--- config.mk ---
export PLATFORM = sky130hd
export DESIGN_NAME = pwm_power_stage
export DESIGN_NICKNAME = d
export VERILOG_FILES = /design/src/rtl/pwm_pkg.sv /design/src/rtl/pwm_timebase.sv /design/src/rtl/pwm_power_stage.sv
export SDC_FILE = /design/constraint.sdc
export NUM_CORES = 1
export LEC_CHECK = 0
export ABC_AREA = 1
export CORE_MARGIN = 4
export CORE_UTILIZATION = 40
export DETAILED_ROUTE_END_ITERATION = 8
export GPL_ROUTABILITY_DRIVEN = 0
export PLACE_DENSITY = 0.64
export RECOVER_POWER = 50
export SLEW_MARGIN = 10
export SYNTH_ARGS = -nofsm -noshare
export SYNTH_HDL_FRONTEND = slang
export SYNTH_SLANG_ARGS = --single-unit
export TNS_END_PERCENT = 30
--- constraint.sdc ---
create_clock -name clk -period 3.7 [get_ports clk]
set_input_delay 0.74 -clock clk [delete_from_list [all_inputs] [get_ports clk]]
set_output_delay 0.74 -clock clk [all_outputs]
set_load 0.05 [all_outputs]
--- src/rtl/pwm_pkg.sv ---
// pwm_pkg: shared state encoding, percent limit and clamp helper for the PWM power stage.
package pwm_pkg;

    typedef enum logic [1:0] {IDLE, SOFT, RUN, FAULT} state_t;

    localparam int unsigned PCT_MAX = 100;

    function automatic int unsigned clamp_pct(input int unsigned p);
        return (p > PCT_MAX) ? PCT_MAX : p;
    endfunction

endpackage

--- src/rtl/pwm_timebase.sv ---
// pwm_timebase: prescaler plus phase counter; both held at zero while run is low.
module pwm_timebase #(
    parameter int PERIOD   = 100,
    parameter int PRESCALE = 10
) (
    input  logic                      clk,
    input  logic                      rst,
    input  logic                      run,
    output logic                      tick,
    output logic [$clog2(PERIOD)-1:0] phase,
    output logic                      boundary
);
    localparam int HW = $clog2(PERIOD);
    localparam int PW = $clog2(PRESCALE + 1);

    logic [PW-1:0] pre;

    assign tick     = pre == PW'(PRESCALE - 1);
    assign boundary = tick && phase == HW'(PERIOD - 1);

    always_ff @(posedge clk) begin
        if (rst || !run) begin
            pre   <= '0;
            phase <= '0;
        end else begin
            pre <= tick ? '0 : pre + PW'(1);
            if (tick)
                phase <= boundary ? '0 : phase + HW'(1);
        end
    end
endmodule

--- src/rtl/pwm_power_stage.sv ---
// pwm_power_stage: soft-started, period-aligned PWM drive with a latched persistent-saturation fault.
module pwm_power_stage
    import pwm_pkg::*;
#(
    parameter int N         = 8,
    parameter int PERIOD    = 100,
    parameter int PRESCALE  = 10,
    parameter int RAMP_STEP = 1,
    parameter int SAT_LIMIT = 16
) (
    input  logic         clk,
    input  logic         rst,
    input  logic         en,
    input  logic [N-1:0] percent,
    input  logic         sat,
    input  logic         clr_fault,
    output logic         pwm_out,
    output logic [N-1:0] duty_active,
    output logic         period_start,
    output logic         fault
);
    localparam int HW = $clog2(PERIOD);
    localparam int SW = $clog2(SAT_LIMIT + 1);

    state_t        state, nxt;
    logic          tick, boundary, active, run, bnd, trip;
    logic [HW-1:0] phase;
    logic [N-1:0]  target, ramp, duty_nxt;
    logic [SW-1:0] sat_cnt, cnt_nxt;
    logic [31:0]   up, sat_inc;

    // Counters run only while the stage stays active across the edge, so they sit at 0 on entry and exit.
    pwm_timebase #(.PERIOD(PERIOD), .PRESCALE(PRESCALE)) u_tb (
        .clk      (clk),
        .rst      (rst),
        .run      (run),
        .tick     (tick),
        .phase    (phase),
        .boundary (boundary)
    );

    assign active  = state == SOFT || state == RUN;
    assign run     = active && (nxt == SOFT || nxt == RUN);
    assign bnd     = active && tick && boundary;
    assign target  = N'(clamp_pct(32'(percent)));
    assign up      = 32'(duty_active) + 32'(RAMP_STEP);
    assign ramp    = (up > 32'(target)) ? target : N'(up);
    assign sat_inc = 32'(sat_cnt) + 32'd1;
    assign trip    = bnd && sat && sat_inc >= 32'(SAT_LIMIT);

    always_comb begin
        nxt      = state;
        duty_nxt = duty_active;
        cnt_nxt  = sat_cnt;
        case (state)
            IDLE: begin
                duty_nxt = '0;
                cnt_nxt  = '0;
                nxt      = en ? SOFT : IDLE;
            end
            SOFT, RUN: begin
                if (bnd) begin
                    cnt_nxt  = sat ? SW'(sat_inc) : '0;
                    duty_nxt = (state == SOFT) ? ramp : target;
                    nxt      = (state == SOFT && ramp == target) ? RUN : state;
                end
                if (trip || !en) begin
                    nxt      = trip ? FAULT : IDLE;
                    duty_nxt = '0;
                    cnt_nxt  = '0;
                end
            end
            default: begin
                duty_nxt = '0;
                cnt_nxt  = '0;
                nxt      = (clr_fault && !en) ? IDLE : FAULT;
            end
        endcase
    end

    always_ff @(posedge clk) begin
        if (rst) begin
            state        <= IDLE;
            duty_active  <= '0;
            sat_cnt      <= '0;
            pwm_out      <= 1'b0;
            period_start <= 1'b0;
            fault        <= 1'b0;
        end else begin
            state        <= nxt;
            duty_active  <= duty_nxt;
            sat_cnt      <= cnt_nxt;
            pwm_out      <= run && 32'(phase) < 32'(duty_active);
            period_start <= bnd;
            fault        <= nxt == FAULT;
        end
    end
endmodule

==> results of run 1 <==
[layout make-up]
type,count,area [sq um],share of cell area
clock buffer,7,86.3,0.0280
inverter,60,225,0.0731
multi-input combinational,235,1520,0.495
sequential,29,587,0.190
tap,70,87.6,0.0284
timing repair buffer,68,572,0.186
[cells by family (layout without fill, tap and decap cells)]
| family | after synthesis | count (layout) |
|---|---|---|
| buf+inv | 64 | 135 |
| simple gates | 148 | 149 |
| fa+ha+maj | 22 | 22 |
| flops | 29 | 29 |
| other cells | 1 | 1 |
| compound gates | 56 | 56 |
| xor+xnor | 7 | 7 |
[per-layer routing]
| layer | global-route usage | share of wire | up-vias |
|---|---|---|---|
| li1 | - | - | 1200 |
| met1 | 0.210 | 0.45 | 995 |
| met2 | 0.293 | 0.50 | 27 |
| met3 | 0.0318 | 0.026 | 9 |
| met4 | 0.0797 | 0.018 | 0 |
| met5 | 0 | 0 | - |
[per-stage QoR]
stage | power [mW] | hold slack (ns) | setup slack [ns] | cell area, sq um
after floorplan | 0.357 | 0.433 | 0.0523 | 2170
after global placement | 0.398 | 0.448 | -0.612 | 2740
after detailed placement | 0.398 | 0.465 | -0.653 | 2740
after CTS | 0.665 | 0.475 | 0.0929 | 2920
after global routing | 0.696 | 0.490 | -0.267 | 3080
final | 0.662 | 0.480 | 0.0510 | 3080
[worst max-delay path: stages (launching register included)]
cell and delay [ns]:
dfxtp_4 0.36, inv_1 0.08, nor3_4 0.14, nand3_2 0.13, nor3_4 0.23, xor2_1 0.20, ha_1 0.29, buf_6 0.13
a221oi_2 0.25, o21ai_1 0.11, inv_1 0.08, nand2_2 0.10, nand2_4 0.13, nand3_1 0.08, nand2_1 0.08, nor2_1 0.04
nand3_1 0.11, nand2_1 0.06, nand2_1 0.05, nand2_1 0.06, nand2_2 0.08, nand2_2 0.06, ha_4 0.28, nand2_4 0.07
nor2_4 0.18, o21ai_1 0.09, a21oi_1 0.11
[path summary, 6_finish.rpt]
kind / start / end / depth (start not counted)
worst max-delay path: duty_active[0] / u_tb.phase[3] / 26
worst min-delay path: u_tb.pre[0] / u_tb.pre[0] / 1
worst min register to register: u_tb.pre[0] / u_tb.pre[0] / 1
worst max register to register: duty_active[0] / u_tb.phase[3] / 26
[repair_timing]
item / 4_1_cts / 5_1_grt
pin swaps: 12 / 28
setup endpoints to repair: 12 / 12
cloned: 1 / 0
setup buffers: 2 / 5
gates resized for setup: 35 / 36
[cells in the mapped netlist]
library cell,count
nor2_2,2
a21boi_0,1
a211oi_1,3
a32oi_1,1
a22oi_1,1
nand4_1,3
nor2_1,36
o21ai_0,14
a221oi_1,1
nand4_2,1
conb_1,1
o21bai_1,1
xnor2_1,2
a21oi_1,24
buf_4,1
o211ai_1,7
clkbuf_1,1
inv_2,6
nand2_2,3
ha_1,22
xor2_1,5
dfxtp_1,29
o211a_1,1
nand3_1,22
buf_6,2
a31oi_1,1
nor3_2,3
nor3_1,5
and3_1,1
nand2_1,68
inv_1,54
or2_2,2
a21oi_2,1
nor2_4,2
[sequential cells by signal, summed over array words and instances, names as in the netlist]
register	cells
u_tb.pre	4
fault	1
u_tb.phase	7
state	2
pwm_out	1
sat_cnt	5
period_start	1
duty_active	8
[report_power, final]
| group | internal, mW | switching, mW |
|---|---|---|
| clock | 0.147 | 0.109 |
| combinational | 0.0455 | 0.0470 |
| sequential | 0.313 | 0.00113 |
| total | 0.505 | 0.157 |
==> reports/qor.yml, run 1 <==
flow_run:
  max_cap_viol_count: 0
outcome:
  status: "complete, no violations"
floorplan:
  die_y_um: 81.6
  ios: 24
  start_util: 0.419
  num_rows: 26
  core_sq_mm: 0.00517
  die_w_um: 81.6
  die_area_sq_mm: 0.00667
yosys:
  synth_top_family_by_area: "simple AND/OR/NAND/NOR gates"
  synth-compound-area-share: 0.152
  synth_top_area_cell: "dfxtp_1"
  syn_area_sq_mm: 0.00217
  yosys.area_share.simple: 0.304
  synth_top_area_share: 0.268
  synthXorXnorAreaFrac: 0.0283
  netlist-cell-type-count: 34
  syn_area_per_cell_sq_um: 6.63
  seq_area_frac_synth: 0.268
  synth_fp_nets: 362
  synth_mux_area_frac: 0
  yosys_warnings: 0
  synth_fa_ha_area_frac: 0.127
  ys_ff_latch: 29
  synth_cells: 327
  synth_area_leaders: "dfxtp_1 27%, ha_1 13%, nand2_1 12%"
clock_tree:
  cts_tree: "built"
  worstSkewPairLatency_ns: 0.28
  ctsHoldBuffers: 0
  htree_levels: 2
  cts-buffers-inserted: 5
  numClockSinks: 29
  cts_root_buf: "clkbuf_8"
  clk_pin_slew_ns: 0.06
  cts_buffer_depth: 2
worst_setup_path:
  worstPathArrival_ns: 3.86
  timing_worst_setup_path_type: "flip-flop to flip-flop"
  end_kind: "flip-flop"
  cp.required_ns: 3.91
  reg2reg_slack_ns: 0.05
  worstPathMaxFanout: 7
  start_kind: "flip-flop"
global_route:
  grt_pass1_wl_um: 8960
  grt_overflow_total: 0
  grt_pass1_vias: 2165
  grt_max_degree: 14
  grt_usage: 0.172
  antenna_found_initial: 0
timing:
  clock_skew_ns: 0.00814
  hold_viol: 0
  period_needed_ns: 3.65
  timing.slew.headroom: 0.650
  maxSlewViolCount: 0
  rsz0062_at_grt: "true"
  finalSetupTns_ns: 0
  setup_viol: 0
  max_clock_freq_mhz: 274
  worst_slew_pin_slew_ns: 0.523
  period_share: 0.986
routing:
  viasPerCell: 4.76
  drc: 0
  antenna_left: 0
  wl_um: 5480
  firstDrtPassIters: 4
  num_vias: 2231
  drt_iter0_markers: 93
  wl_per_cell_um: 11.7
final_layout:
  final_common_cell: "nand2_1"
  fin_util: 0.596
  drive_gt1_frac: 0.288
  diodes: 0
  final_cell_mix: "58 x nand2_1, 45 x inv_1, 42 x buf_4"
  nFillCells: 483
  fin_cells: 469
  areaGrowthSynthToFinish_pct: 42.0
  nNetsFinal: 434
worst_hold_path:
  worstHoldPathType: "flip-flop to flip-flop"
place:
  hpwl_um: 4180
  place.port_buffers: 23
  post-place-cells: 454
power:
  ir_drop_mv: 0.263
  power.static_leakage_nw: 1.40
  power.density_mw_per_mm2: 215
(Power assumes the default switching activity.)
==> inputs of run 2 (changes only) <==
--- a/config.mk
+++ b/config.mk
@@ -8,6 +8,7 @@
 export ABC_AREA = 1
 export CORE_MARGIN = 4
 export CORE_UTILIZATION = 40
+export CTS_CLUSTER_DIAMETER = 200
 export DETAILED_ROUTE_END_ITERATION = 8
 export GPL_ROUTABILITY_DRIVEN = 0
 export PLACE_DENSITY = 0.64
==> constraint.sdc (replaced) <==
create_clock -name clk -period 3.7 [get_ports clk]
set_input_delay 0.74 -clock clk [delete_from_list [all_inputs] [get_ports clk]]
set_output_delay 0.74 -clock clk [all_outputs]
set_load 0.01 [all_outputs]
==> run 2 against run 1 <==
  * First-iteration DRC count up 56%
  * Via count up 0.63%
  * Worst hold slack worse by 0.013 ns
  * Flip-flop and latch count unchanged
  * Combinational power down 8.2%
  * Clock power down 7%
  * Die area unchanged
  * Critical endpoint unchanged
==> reports/qor.yml, run 2 (synthesized netlist as in run 1, its figures left out) <==
place:
  place.port_buffers: 23
  place_area_sq_mm: 0.00275
  hpwl_um: 4130
  post-place-cells: 456
clock_tree:
  worstSkewPairLatency_ns: 0.28
  htree_levels: 2
  clk_pin_slew_ns: 0.06
  cts_tree: "built"
  cts_root_buf: "clkbuf_8"
  cts_buffer_depth: 2
  numClockSinks: 29
  cts-buffers-inserted: 5
  ctsHoldBuffers: 0
worst_setup_path:
  end_kind: "flip-flop"
  path_buf_inv: 3
  worstPathArrival_ns: 3.74
  start_kind: "input pin"
  cp.required_ns: 3.90
  max_stage_delay_ns: 0.31
  crit_top_cell: "nand2_1"
  cpLargestDelayFamily: "simple AND/OR/NAND/NOR gates"
  critPathSlowestCell: "ha_1"
  worstPathMaxFanout: 6
  timing_worst_setup_path_type: "input pin to flip-flop"
final_layout:
  fin_util: 0.584
  diodes: 0
  largest_register_ffs: 8
  top_register: "duty_active"
  final_common_cell: "nand2_1"
  design_area_sq_mm: 0.00302
  fin_cells: 469
  drive_gt1_frac: 0.251
  nFillCells: 466
  reg_top3: "duty_active x8, u_tb.phase x7, sat_cnt x5"
  nNetsFinal: 435
  areaGrowthSynthToFinish_pct: 39.2
  final_cell_mix: "62 x nand2_1, 49 x inv_1, 45 x buf_4"
global_route:
  grt_usage: 0.170
  grt_pass1_wl_um: 9050
  antenna_found_initial: 0
  grt_overflow_total: 0
  grt_max_degree: 14
  grt_pass1_vias: 2080
timing:
  finalSetupTns_ns: 0
  period_share: 0.956
  max_clock_freq_mhz: 283
  rsz0062_at_grt: "true"
  period_needed_ns: 3.54
  worst_slew_pin_slew_ns: 0.564
  setup_viol: 0
  timing.slew.headroom: 0.623
  maxSlewViolCount: 0
  clock_skew_ns: 0.00366
  hold_viol: 0
worst_hold_path:
  worstHoldPathType: "flip-flop to flip-flop"
floorplan:
  num_rows: 26
  ios: 24
  core_sq_mm: 0.00517
  die_y_um: 81.6
  start_util: 0.419
  die_w_um: 81.6
  die_area_sq_mm: 0.00667
power:
  finalPower_mw: 0.636
  ir_drop_mv: 0.151
  p_comb_frac: 0.134
  seqPwrFrac: 0.494
  switchingPower_mw: 0.158
  p_clk_frac: 0.372
  power.density_mw_per_mm2: 211
  internal_power_mw: 0.478
  switching_share: 0.248
  power.static_leakage_nw: 1.41
routing:
  drt_iter0_markers: 145
  met1_length_um: 2520
  num_vias: 2245
  viasPerCell: 4.79
  top_layer: "met4"
  wl_met2_um: 2500
  wl_per_cell_um: 11.2
  antenna_left: 0
  firstDrtPassIters: 4
  drc: 0
  wl_um: 5260
  route.met3.wl_um: 182
outcome:
  status: "complete, no violations"
flow_run:
  max_cap_viol_count: 0
## run 2: changes by cell type in the layout (fill, tap and decap cells not counted), sizes merged
cell	delta
dlymetal6s2s	+2
buf	+1
clkbuf	-2
clkdlybuf4s15	-2
clkinv	+1
## run 2: metrics by stage
step / setup slack [ns] / hold slack (ns)
3_5_place_dp: -0.643 / 0.459
6_report: 0.161 / 0.467
3_3_place_gp: -0.515 / 0.449
2_1_floorplan: 0.128 / 0.433
5_1_grt: -0.160 / 0.520
4_1_cts: -0.00613 / 0.473
## run 2: routing by layer
layer,global-route usage,vias to the layer above
met3,0.0384,6
met1,0.219,999
met4,0.0415,0
met5,0,-
met2,0.287,40
li1,-,1200
## run 2: worst reg2reg max path, cell delays in order, from the launching register on
cell      delay (ns)
dfxtp_2         0.33
inv_2           0.05
nor3_4          0.20
nand3_2         0.14
nor3_4          0.23
xor2_1          0.22
ha_1            0.29
nand2_1         0.09
inv_2           0.04
a221oi_2        0.19
o21ai_1         0.09
inv_1           0.07
nand2_2         0.09
nand2_4         0.10
nand3_1         0.07
nand2_1         0.08
nor2_1          0.04
nand3_1         0.12
nand2_1         0.07
nand2_1         0.06
nand2_1         0.06
nand2_2         0.08
nand2_2         0.06
ha_4            0.27
nand2_4         0.06
nor2_4          0.14
o21ai_1         0.08
a21oi_1         0.12
## run 2: worst paths after layout
kind                    to  slack [ns]  depth (start not counted)      startpoint
max          u_tb.phase[3]        0.16                         30      percent[4]
min            u_tb.pre[0]        0.47                          1     u_tb.pre[0]
max reg2reg  u_tb.phase[3]        0.17                         27  duty_active[2]
min reg2reg    u_tb.pre[0]        0.47                          1     u_tb.pre[0]
## run 2: timing repair
action                                  CTS  global route
resized for setup                        29            24
endpoints found under the setup margin   12            12
setup buffers                             5             1
pin swaps                                17            17
gates cloned                              1             0
## run 2: final cells by class
| cell class | instances | area [sq um] | area share |
|---|---|---|---|
| Multi-Input combinational cell | 235 | 1470 | 0.487 |
| Inverter | 60 | 228 | 0.0754 |
| Timing Repair Buffer | 69 | 577 | 0.191 |
| Clock inverter | 1 | 5.00 | 0.00166 |
| Sequential cell | 29 | 584 | 0.194 |
| Tap cell | 70 | 87.6 | 0.0290 |
| Clock buffer | 5 | 68.8 | 0.0228 |
## run 2: power groups by stage
stage / sequential [mW] / clock (mW) / combinational, mW
6_report: 0.314 / 0.237 / 0.0849
5_1_grt: 0.314 / 0.255 / 0.0955
4_1_cts: 0.314 / 0.245 / 0.0799
3_5_place_dp: 0.321 / 0 / 0.0761
3_3_place_gp: 0.321 / 0 / 0.0759
2_1_floorplan: 0.321 / 0 / 0.0358
